$ cat src/rtl/io_pkg.sv
// Shared definitions for the tick generator: channel modes, config-word
// field positions and command opcode bit indices.
package io_pkg;

    typedef enum logic [1:0] {
        MODE_OFF      = 2'b00,
        MODE_PERIODIC = 2'b01,
        MODE_ONESHOT  = 2'b10,
        MODE_SQUARE   = 2'b11
    } tick_mode_e;

    localparam int CFG_MODE_LSB = 14;
    localparam int CFG_MODE_MSB = 15;
    localparam int OP_STORE_BIT = 2;
    localparam int OP_ALIGN_BIT = 3;
    localparam int TAG_W        = 4;

endpackage

$ cat src/rtl/io_tick_channel.sv
// One tick channel: config register, divisor counter, mode logic and a
// single-entry readback slot.
module io_tick_channel
    import io_pkg::*;
#(
    parameter int DATABITWIDTH = 16,
    parameter int DIVBITWIDTH  = 14
) (
    input  logic                    clk,
    input  logic                    sync_rst_n,
    input  logic                    clk_en,
    input  logic                    store,
    input  logic                    load,
    input  logic                    align,
    input  logic [DATABITWIDTH-1:0] cmd_data,
    input  logic [TAG_W-1:0]        cmd_tag,
    input  logic                    wb_req,
    output logic                    slot_full,
    output logic [TAG_W-1:0]        wb_tag,
    output logic [DATABITWIDTH-1:0] wb_data,
    output logic                    tick,
    output logic                    level
);

    logic [DATABITWIDTH-1:0] cfg, cfg_next;
    logic [DIVBITWIDTH-1:0]  cnt, cnt_next, div;
    logic                    tick_next, level_next, wrap;
    tick_mode_e              mode;

    assign div  = cfg[DIVBITWIDTH-1:0];
    assign mode = tick_mode_e'(cfg[CFG_MODE_MSB:CFG_MODE_LSB]);
    assign wrap = (cnt == div);

    // store/align only reach here on clk_en cycles, and take priority over a wrap
    always_comb begin
        cfg_next   = cfg;
        cnt_next   = cnt;
        tick_next  = 1'b0;
        level_next = level;
        if (store) begin
            cfg_next   = cmd_data;
            cnt_next   = '0;
            level_next = 1'b0;
        end else if (align) begin
            cnt_next   = '0;
            level_next = 1'b0;
        end else if (clk_en && mode != MODE_OFF) begin
            cnt_next  = wrap ? '0 : cnt + 1'b1;
            tick_next = wrap;
            if (wrap && mode == MODE_SQUARE)
                level_next = ~level;
            if (wrap && mode == MODE_ONESHOT)
                cfg_next[CFG_MODE_MSB:CFG_MODE_LSB] = MODE_OFF;
        end
    end

    always_ff @(posedge clk) begin
        if (!sync_rst_n) begin
            cfg       <= '0;
            cnt       <= '0;
            tick      <= 1'b0;
            level     <= 1'b0;
            slot_full <= 1'b0;
            wb_tag    <= '0;
            wb_data   <= '0;
        end else begin
            cfg   <= cfg_next;
            cnt   <= cnt_next;
            tick  <= tick_next;
            level <= level_next;
            // readback captures cfg_next so a coincident one-shot clear is visible
            if (load) begin
                slot_full <= 1'b1;
                wb_data   <= cfg_next;
                wb_tag    <= cmd_tag;
            end else if (slot_full && wb_req && clk_en) begin
                slot_full <= 1'b0;
            end
        end
    end

endmodule

$ cat src/rtl/io_tick_generator.sv
// Multi-channel programmable tick/square-wave generator with a load/store
// command port. Optional phase-align command: IOTICK_PHASE_ALIGN_EN.
module io_tick_generator
    import io_pkg::*;
#(
    parameter int DATABITWIDTH = 16,
    parameter int CHANNELCOUNT = 4,
    parameter int DIVBITWIDTH  = 14
) (
    input  logic                                       clk,
    input  logic                                       sync_rst_n,
    input  logic                                       clk_en,
    input  logic                                       CommandACK,
    output logic                                       CommandREQ,
    input  logic [3:0]                                 MinorOpcodeIn,
    input  logic [DATABITWIDTH-1:0]                    CommandAddressIn_Offset,
    input  logic [DATABITWIDTH-1:0]                    CommandDataIn,
    input  logic [TAG_W-1:0]                           CommandDestReg,
    output logic [CHANNELCOUNT-1:0]                    WritebackACK,
    input  logic [CHANNELCOUNT-1:0]                    WritebackREQ,
    output logic [CHANNELCOUNT-1:0][TAG_W-1:0]         WritebackDestReg,
    output logic [CHANNELCOUNT-1:0][DATABITWIDTH-1:0]  WritebackDataOut,
    output logic [CHANNELCOUNT-1:0]                    tick_out,
    output logic [CHANNELCOUNT-1:0]                    level_out
);

    localparam int SELW = $clog2(CHANNELCOUNT);

    logic [SELW-1:0] sel;
    logic            is_op_store, xfer, cfg_store, is_load, is_align;
    logic            unused_ok;

    assign sel         = CommandAddressIn_Offset[SELW-1:0];
    assign is_op_store = MinorOpcodeIn[OP_STORE_BIT];
    assign CommandREQ  = is_op_store ? 1'b1 : ~WritebackACK[sel];
    assign xfer        = CommandACK & CommandREQ & clk_en;
    assign is_load     = xfer & ~is_op_store;

`ifdef IOTICK_PHASE_ALIGN_EN
    assign is_align  = xfer & is_op_store & MinorOpcodeIn[OP_ALIGN_BIT];
    assign cfg_store = xfer & is_op_store & ~MinorOpcodeIn[OP_ALIGN_BIT];
    assign unused_ok = ^{CommandAddressIn_Offset[DATABITWIDTH-1:SELW], MinorOpcodeIn[1:0]};
`else
    assign is_align  = 1'b0;
    assign cfg_store = xfer & is_op_store;
    assign unused_ok = ^{CommandAddressIn_Offset[DATABITWIDTH-1:SELW], MinorOpcodeIn[3],
                         MinorOpcodeIn[1:0]};
`endif

    for (genvar i = 0; i < CHANNELCOUNT; i++) begin : g_ch
        localparam logic [SELW-1:0] CH = SELW'(i);
        io_tick_channel #(
            .DATABITWIDTH(DATABITWIDTH),
            .DIVBITWIDTH (DIVBITWIDTH)
        ) u_ch (
            .clk       (clk),
            .sync_rst_n(sync_rst_n),
            .clk_en    (clk_en),
            .store     (cfg_store && sel == CH),
            .load      (is_load && sel == CH),
            .align     (is_align && CommandDataIn[i]),
            .cmd_data  (CommandDataIn),
            .cmd_tag   (CommandDestReg),
            .wb_req    (WritebackREQ[i]),
            .slot_full (WritebackACK[i]),
            .wb_tag    (WritebackDestReg[i]),
            .wb_data   (WritebackDataOut[i]),
            .tick      (tick_out[i]),
            .level     (level_out[i])
        );
    end

endmodule

$ cat config.mk
export PLATFORM = sky130hd
export DESIGN_NAME = io_tick_generator
export DESIGN_NICKNAME = d
export VERILOG_FILES = /design/src/rtl/io_pkg.sv /design/src/rtl/io_tick_channel.sv /design/src/rtl/io_tick_generator.sv
export SDC_FILE = /design/constraint.sdc
export NUM_CORES = 1
export LEC_CHECK = 0
export ABC_AREA = 1
export BUFFER_PORTS_ARGS = -buffer_cell sky130_fd_sc_hd__buf_2
export CAP_MARGIN = 5
export CORE_MARGIN = 5
export CORE_UTILIZATION = 40
export DETAILED_ROUTE_END_ITERATION = 6
export SETUP_SLACK_MARGIN = 0.2
export SYNTH_ARGS = -nofsm -noshare
export SYNTH_HDL_FRONTEND = slang
export SYNTH_SLANG_ARGS = --single-unit
$ cat constraint.sdc
create_clock -name clk -period 1.45 [get_ports clk]
set_clock_uncertainty 0.05 [all_clocks]
set_input_delay 0.29 -clock clk [delete_from_list [all_inputs] [get_ports clk]]
set_output_delay 0.29 -clock clk [all_outputs]
set_load 0.02 [all_outputs]
Word-level counts from Yosys, hierarchy flattened. Index checks and enable logic that the tools add are counted.

Equal/unequal tests: 15. Magnitude comparators: 1. Bitwise operators: 15. Reductions and logical operators: 49. Add/sub/neg operators: 4. Mux-type cells: 31.

Operators with widths (number): 14-bit 2-to-1 mux (8); 14-bit by 1-bit adder with 14-bit output (second input constant) (4); 14-bit == test (4); 1-bit logical AND (28); 2-bit 2-to-1 mux (12); 2-bit == test (second input constant) (10); 2-bit nonzero test (8); 3-bit OR reduction (4); 1-bit inverter (11); 1-bit 2-to-1 mux (10); 2-bit AND reduction (4); 2-bit OR reduction (4); 1-bit AND (4); 2-bit by 3-bit less-than comparator with 1-bit output (second input constant) (1); 1-bit binary-select mux with 2-bit select (1); 2-bit by 1-bit == test with 1-bit output (second input constant) (1); 2-bit logical NOT (1).

Bits of input ports: 48. Register bits after elaboration: 212. Logic and storage cells: 143.

Logic depth before layout (Yosys ltp).
Word-level depth: 9. Gate-level depth with buffers: 11. Mapped depth without buffers: 11.

By module. Synthesis repeated with hierarchy kept, for this count alone.

Cells, all modules: 1376. Area total of the unflattened synthesis: 9688.0 um2.

Modules (own cells, without submodules): io_tick_channel (sequential area each 1061.0 um2, area each 2389.8 um2, cells each 337, times used 4); io_tick_generator (sequential area each 0.0 um2, area each 128.9 um2, cells each 28, times used 1).

Worst setup path before layout. No wires, ideal clock.

Path kind: input to register. Start point: input clk_en. End point: register g_ch[2].u_ch.cnt[10]. Path slack: -127 ps. Setup time: 122 ps. Path buffers: 1. Required time: 1278 ps. Data arrival time: 1406 ps. Cell stages on the path: 8. Cell sequence: buf_4 o21ai_0 nor2_1 nand3_1 nor2_1 nand2_1 o21ai_0 a21oi_1.

Cells in the longest elaborated chain, start to end: 4. Elaborated cells between the ends (all ways): 5. Those cells by class: bitwise (2); reduce/logical (3).

Ends and longest elaborated chain: from (decl) (line io_tick_generator.sv:12) `input logic clk_en,`; 1-bit AND (line io_tick_generator.sv:36) `assign xfer = CommandACK & CommandREQ & clk_en;`; 1-bit AND (line io_tick_generator.sv:45) `assign cfg_store = xfer & is_op_store;`; 1-bit logical AND (line io_tick_generator.sv:59) `.store (cfg_store && sel == CH),`; 2-bit OR reduction (no source line); to (signal assigned) (line io_tick_channel.sv:68) `cnt <= cnt_next;`; to (decl) (line io_tick_channel.sv:26) `logic [DIVBITWIDTH-1:0] cnt, cnt_next, div;`.

Several ways; a longest one is shown, not always the timed one. A chain may end at the register's enable or synchronous reset.

Worst setup path after layout.
Start point: register g_ch[2].u_ch.slot_full. End point: output CommandREQ.

Cells in the longest elaborated chain, start to end: 4.

Ends and longest elaborated chain: from (decl) (line io_tick_channel.sv:18) `output logic slot_full,`; from (signal assigned) (line io_tick_channel.sv:63) `slot_full <= 1'b0;`; from (signal assigned) (line io_tick_channel.sv:73) `slot_full <= 1'b1;`; from (signal assigned) (line io_tick_channel.sv:77) `slot_full <= 1'b0;`; 1-bit binary-select mux with 2-bit select (line io_tick_generator.sv:35) `assign CommandREQ = is_op_store ? 1'b1 : ~WritebackACK[sel];`; 1-bit 2-to-1 mux (implied by the code) (line io_tick_generator.sv:35); 1-bit inverter (line io_tick_generator.sv:35); 1-bit 2-to-1 mux (line io_tick_generator.sv:35); to (decl) (line io_tick_generator.sv:14) `output logic CommandREQ,`.

No other way between the ends. The select of a mux whose other input is x is not followed.

==> flow_summary.json <==
{
  "outcome": "finished with violations",
  "failed_checks": "negative setup slack",
  "syn_inst": 1461,
  "min_period_ns": 1.87,
  "synth_seq_cells": 212,
  "setup_viol": 114,
  "via_count": 10196,
  "gr-usage-all-layers_pct": 21.8,
  "syn_avg_cell_area_um2": 6.64,
  "min_delay_path_depth": 4,
  "synth_area_um2": 9700,
  "maxSlewHeadroom_pct": 77.3,
  "slowest_stage": "dfxtp_2",
  "async_reset_ff_share_pct": 0,
  "p_leak_nw": 6.58,
  "start_util_pct": 40.2,
  "clk_pin_slew_ns": 0.06,
  "drive_gt1_share_pct": 44.0,
  "synth-edff-count": 0,
  "layout_setup_ws_ns": -0.422,
  "reg2reg_slack_ns": -0.19,
  "rsz0062_at_grt": "true",
  "overflow": 0,
  "clockBufferDepth": 3,
  "yosysUniqueCellTypes": 32,
  "grt_pass1_vias": 9779,
  "max_stage_delay_ns": 0.34,
  "grt_max_degree": 57,
  "crit_buf_inv": 2,
  "worstPathMaxFanout": 2,
  "final-seq-area_um2": 4430,
  "drc": 0,
  "io_pins": 141,
  "clock_latency_ns": 0.52,
  "yosysTopAreaCellShare_pct": 43.8,
  "tightest_slew_ns": 0.340,
  "fin_tns_setup_ns": -9.78,
  "endpoint_kind": "output port",
  "hp-start": "WritebackREQ[0]",
  "clock-root-buffer": "clkbuf_16",
  "n_fill_cell": 2123,
  "timing_hold_violations_final": 0,
  "drt-wirelength-per-cell_um": 14.7,
  "cts_tree": "done",
  "yosys.area.top_type": "dfxtp_1",
  "arrival_ns": 1.53,
  "io_buffers": 123,
  "cts_buffers": 25,
  "ys_seq_area_share_pct": 43.8,
  "grt_pass1_wl_mm": 49.6,
  "dpl.hpwl_mm": 21.6,
  "p_per_area_nw_per_um2": 880,
  "period_share_pct": 129,
  "max_clock_freq_mhz": 534,
  "ant_nets": 0,
  "antenna_found_initial": 0,
  "ys_top_cells_by_count": "483 x nand2_1, 212 x dfxtp_1, 188 x inv_1",
  "wl_mm": 31.8,
  "rows": 57,
  "utilization_pct": 63.2,
  "synth_nets": 1513,
  "min_path_type": "primary input to flop",
  "cp_top_family": "simple AND/OR/NAND/NOR gates",
  "r2r_cells": 11,
  "h-tree-depth": 1,
  "multiInputGateArea_um2": 5640,
  "yosysWarnings": 0,
  "die_area_um2": 27500,
  "crit_chain": "nand2_2, nand2_2, a21oi_4, buf_6, or2_4, buf_6",
  "die_x_um": 166,
  "worst_ep_required_time_ns": 1.11,
  "dr.pass1.iters": 5,
  "fin_nets": 1866,
  "slew_viol_final": 0,
  "yosys-top-cells-area": "dfxtp_1 44%, nand2_1 19%, inv_1 7.3%",
  "setup.worst_path.start_class": "flop",
  "ir_drop_uv": 745,
  "area_delta_synth_final_pct": 57.1,
  "r2r_start": "g_ch[2].u_ch.slot_full$_SDFFE_PN0P_",
  "yosysMostFrequentCell": "nand2_1",
  "die_y_um": 166,
  "vias_per_cell": 4.73,
  "dr.first_iter.drc_count": 604,
  "num_antenna_cells": 0,
  "hold_end": "g_ch[0].u_ch.slot_full$_SDFFE_PN0P_",
  "synth_ff_type": "dfxtp_1",
  "cap_violations": 0,
  "clock-sinks": 212,
  "gp_congestion": 0.867,
  "core_um2": 24100,
  "timing.rr.end": "g_ch[1].u_ch.wb_data[15]$_SDFFE_PN0P_",
  "path_class": "flop to output port"
}
per-stage QoR:
step	hold WS [ns]	area [um2]	cells	power (mW)	setup WS, ns
3_5_place_dp	0.401	12500	2059	6.92	-0.408
5_1_grt	0.0528	15200	2155	13.9	-0.469
3_3_place_gp	0.398	12500	2059	6.92	-0.365
2_1_floorplan	0.383	10200	1461	6.49	0.0154
4_1_cts	0.0269	14400	2134	13.4	-0.450
6_report	0.0364	15200	2155	13.4	-0.422
worst max path at each step:
| stage | startpoint | to | slack (ns) | cells after the start |
|---|---|---|---|---|
| 5_1_grt | g_ch[2].u_ch.slot_full$_SDFFE_PN0P_ | CommandREQ | -0.47 | 6 |
| 3_5_place_dp | CommandAddressIn_Offset[0] | g_ch[1].u_ch.wb_tag[1]$_SDFFE_PN0P_ | -0.41 | 11 |
| 6_report | g_ch[2].u_ch.slot_full$_SDFFE_PN0P_ | CommandREQ | -0.42 | 6 |
| 4_1_cts | g_ch[0].u_ch.slot_full$_SDFFE_PN0P_ | CommandREQ | -0.45 | 6 |
| 3_3_place_gp | CommandAddressIn_Offset[0] | g_ch[1].u_ch.wb_data[15]$_SDFFE_PN0P_ | -0.36 | 12 |
| 2_1_floorplan | CommandAddressIn_Offset[0] | g_ch[1].u_ch.wb_data[10]$_SDFFE_PN0P_ | 0.02 | 9 |
what timing repair did:
item	in CTS	in global routing
hold buffers	7	0
pin swaps	93	76
hold endpoints to repair	9	0
cloned	4	0
gates resized for setup	246	244
setup buffers	20	21
setup endpoints to repair	245	249
area by class of cell:
cell class / count / share of cell area (%)
sequential: 212 / 29.1
clock buffer: 37 / 4.87
tap: 324 / 2.66
clock inverter: 7 / 0.616
multi-input combinational: 1004 / 37.0
timing repair buffer: 383 / 20.9
inverter: 188 / 4.88
cell usage in the layout, fill, tap and decap left out, drive strengths merged:
| master | n |
|---|---|
| dlygate4sd3 | 7 |
| clkinv | 2 |
| nor3 | 16 |
| nand3b | 1 |
| o21a | 15 |
| a21oi | 116 |
| clkbuf | 37 |
| dfxtp | 212 |
| buf | 376 |
| nand4 | 14 |
| o21bai | 4 |
| inv | 189 |
| nor3b | 5 |
| a21o | 1 |
| bufinv | 2 |
| xnor2 | 1 |
| a211oi | 6 |
| clkinvlp | 2 |
| o21ai | 58 |
| or2 | 46 |
| ha | 4 |
| nor2 | 176 |
| xor2 | 13 |
| nand3 | 43 |
| nor4 | 1 |
| nand2 | 484 |
sequential cells by signal (all words and copies together), names as in the netlist:
signal / flops
g_ch.u_ch.tick: 4
g_ch.u_ch.cnt: 56
g_ch.u_ch.cfg: 64
g_ch.u_ch.wb_data: 64
g_ch.u_ch.wb_tag: 16
g_ch.u_ch.slot_full: 4
g_ch.u_ch.level: 4
worst reg2reg max path, stage by stage, from the launching register on:
cell and delay, ns:
dfxtp_2 0.32, nand2_2 0.07, nand2_2 0.06, a21oi_4 0.15
buf_4 0.22, nand3_4 0.10, buf_4 0.18, buf_4 0.17
inv_4 0.08, nand3_2 0.05, nand2_1 0.06, inv_1 0.03
cells by family (layout without fill, tap and decap cells):
group           count (synthesis)  count (layout)  synth area share, %
simple gates                  784             786                 33.2
xor+xnor                       14              14                 1.26
fa+ha+maj                       4               4                0.516
compound gates                200             200                 11.0
flops                         212             212                 43.8
buf+inv                       247             615                 10.2
report_power, final:
part / switching (mW) / internal, mW
registers: 0.0460 / 5.86
logic: 0.650 / 0.460
clock network: 2.51 / 3.89
total: 3.20 / 10.2
layer usage:
| metal | track usage (%) | routed length, um | vias up |
|---|---|---|---|
| li1 | - | - | 5239 |
| met1 | 28.4 | 14100 | 4687 |
| met2 | 36.8 | 15100 | 208 |
| met3 | 4.08 | 1560 | 62 |
| met4 | 6.67 | 958 | 0 |
| met5 | 0 | 0 | - |
Note: power is estimated with default switching activity, not from simulation.
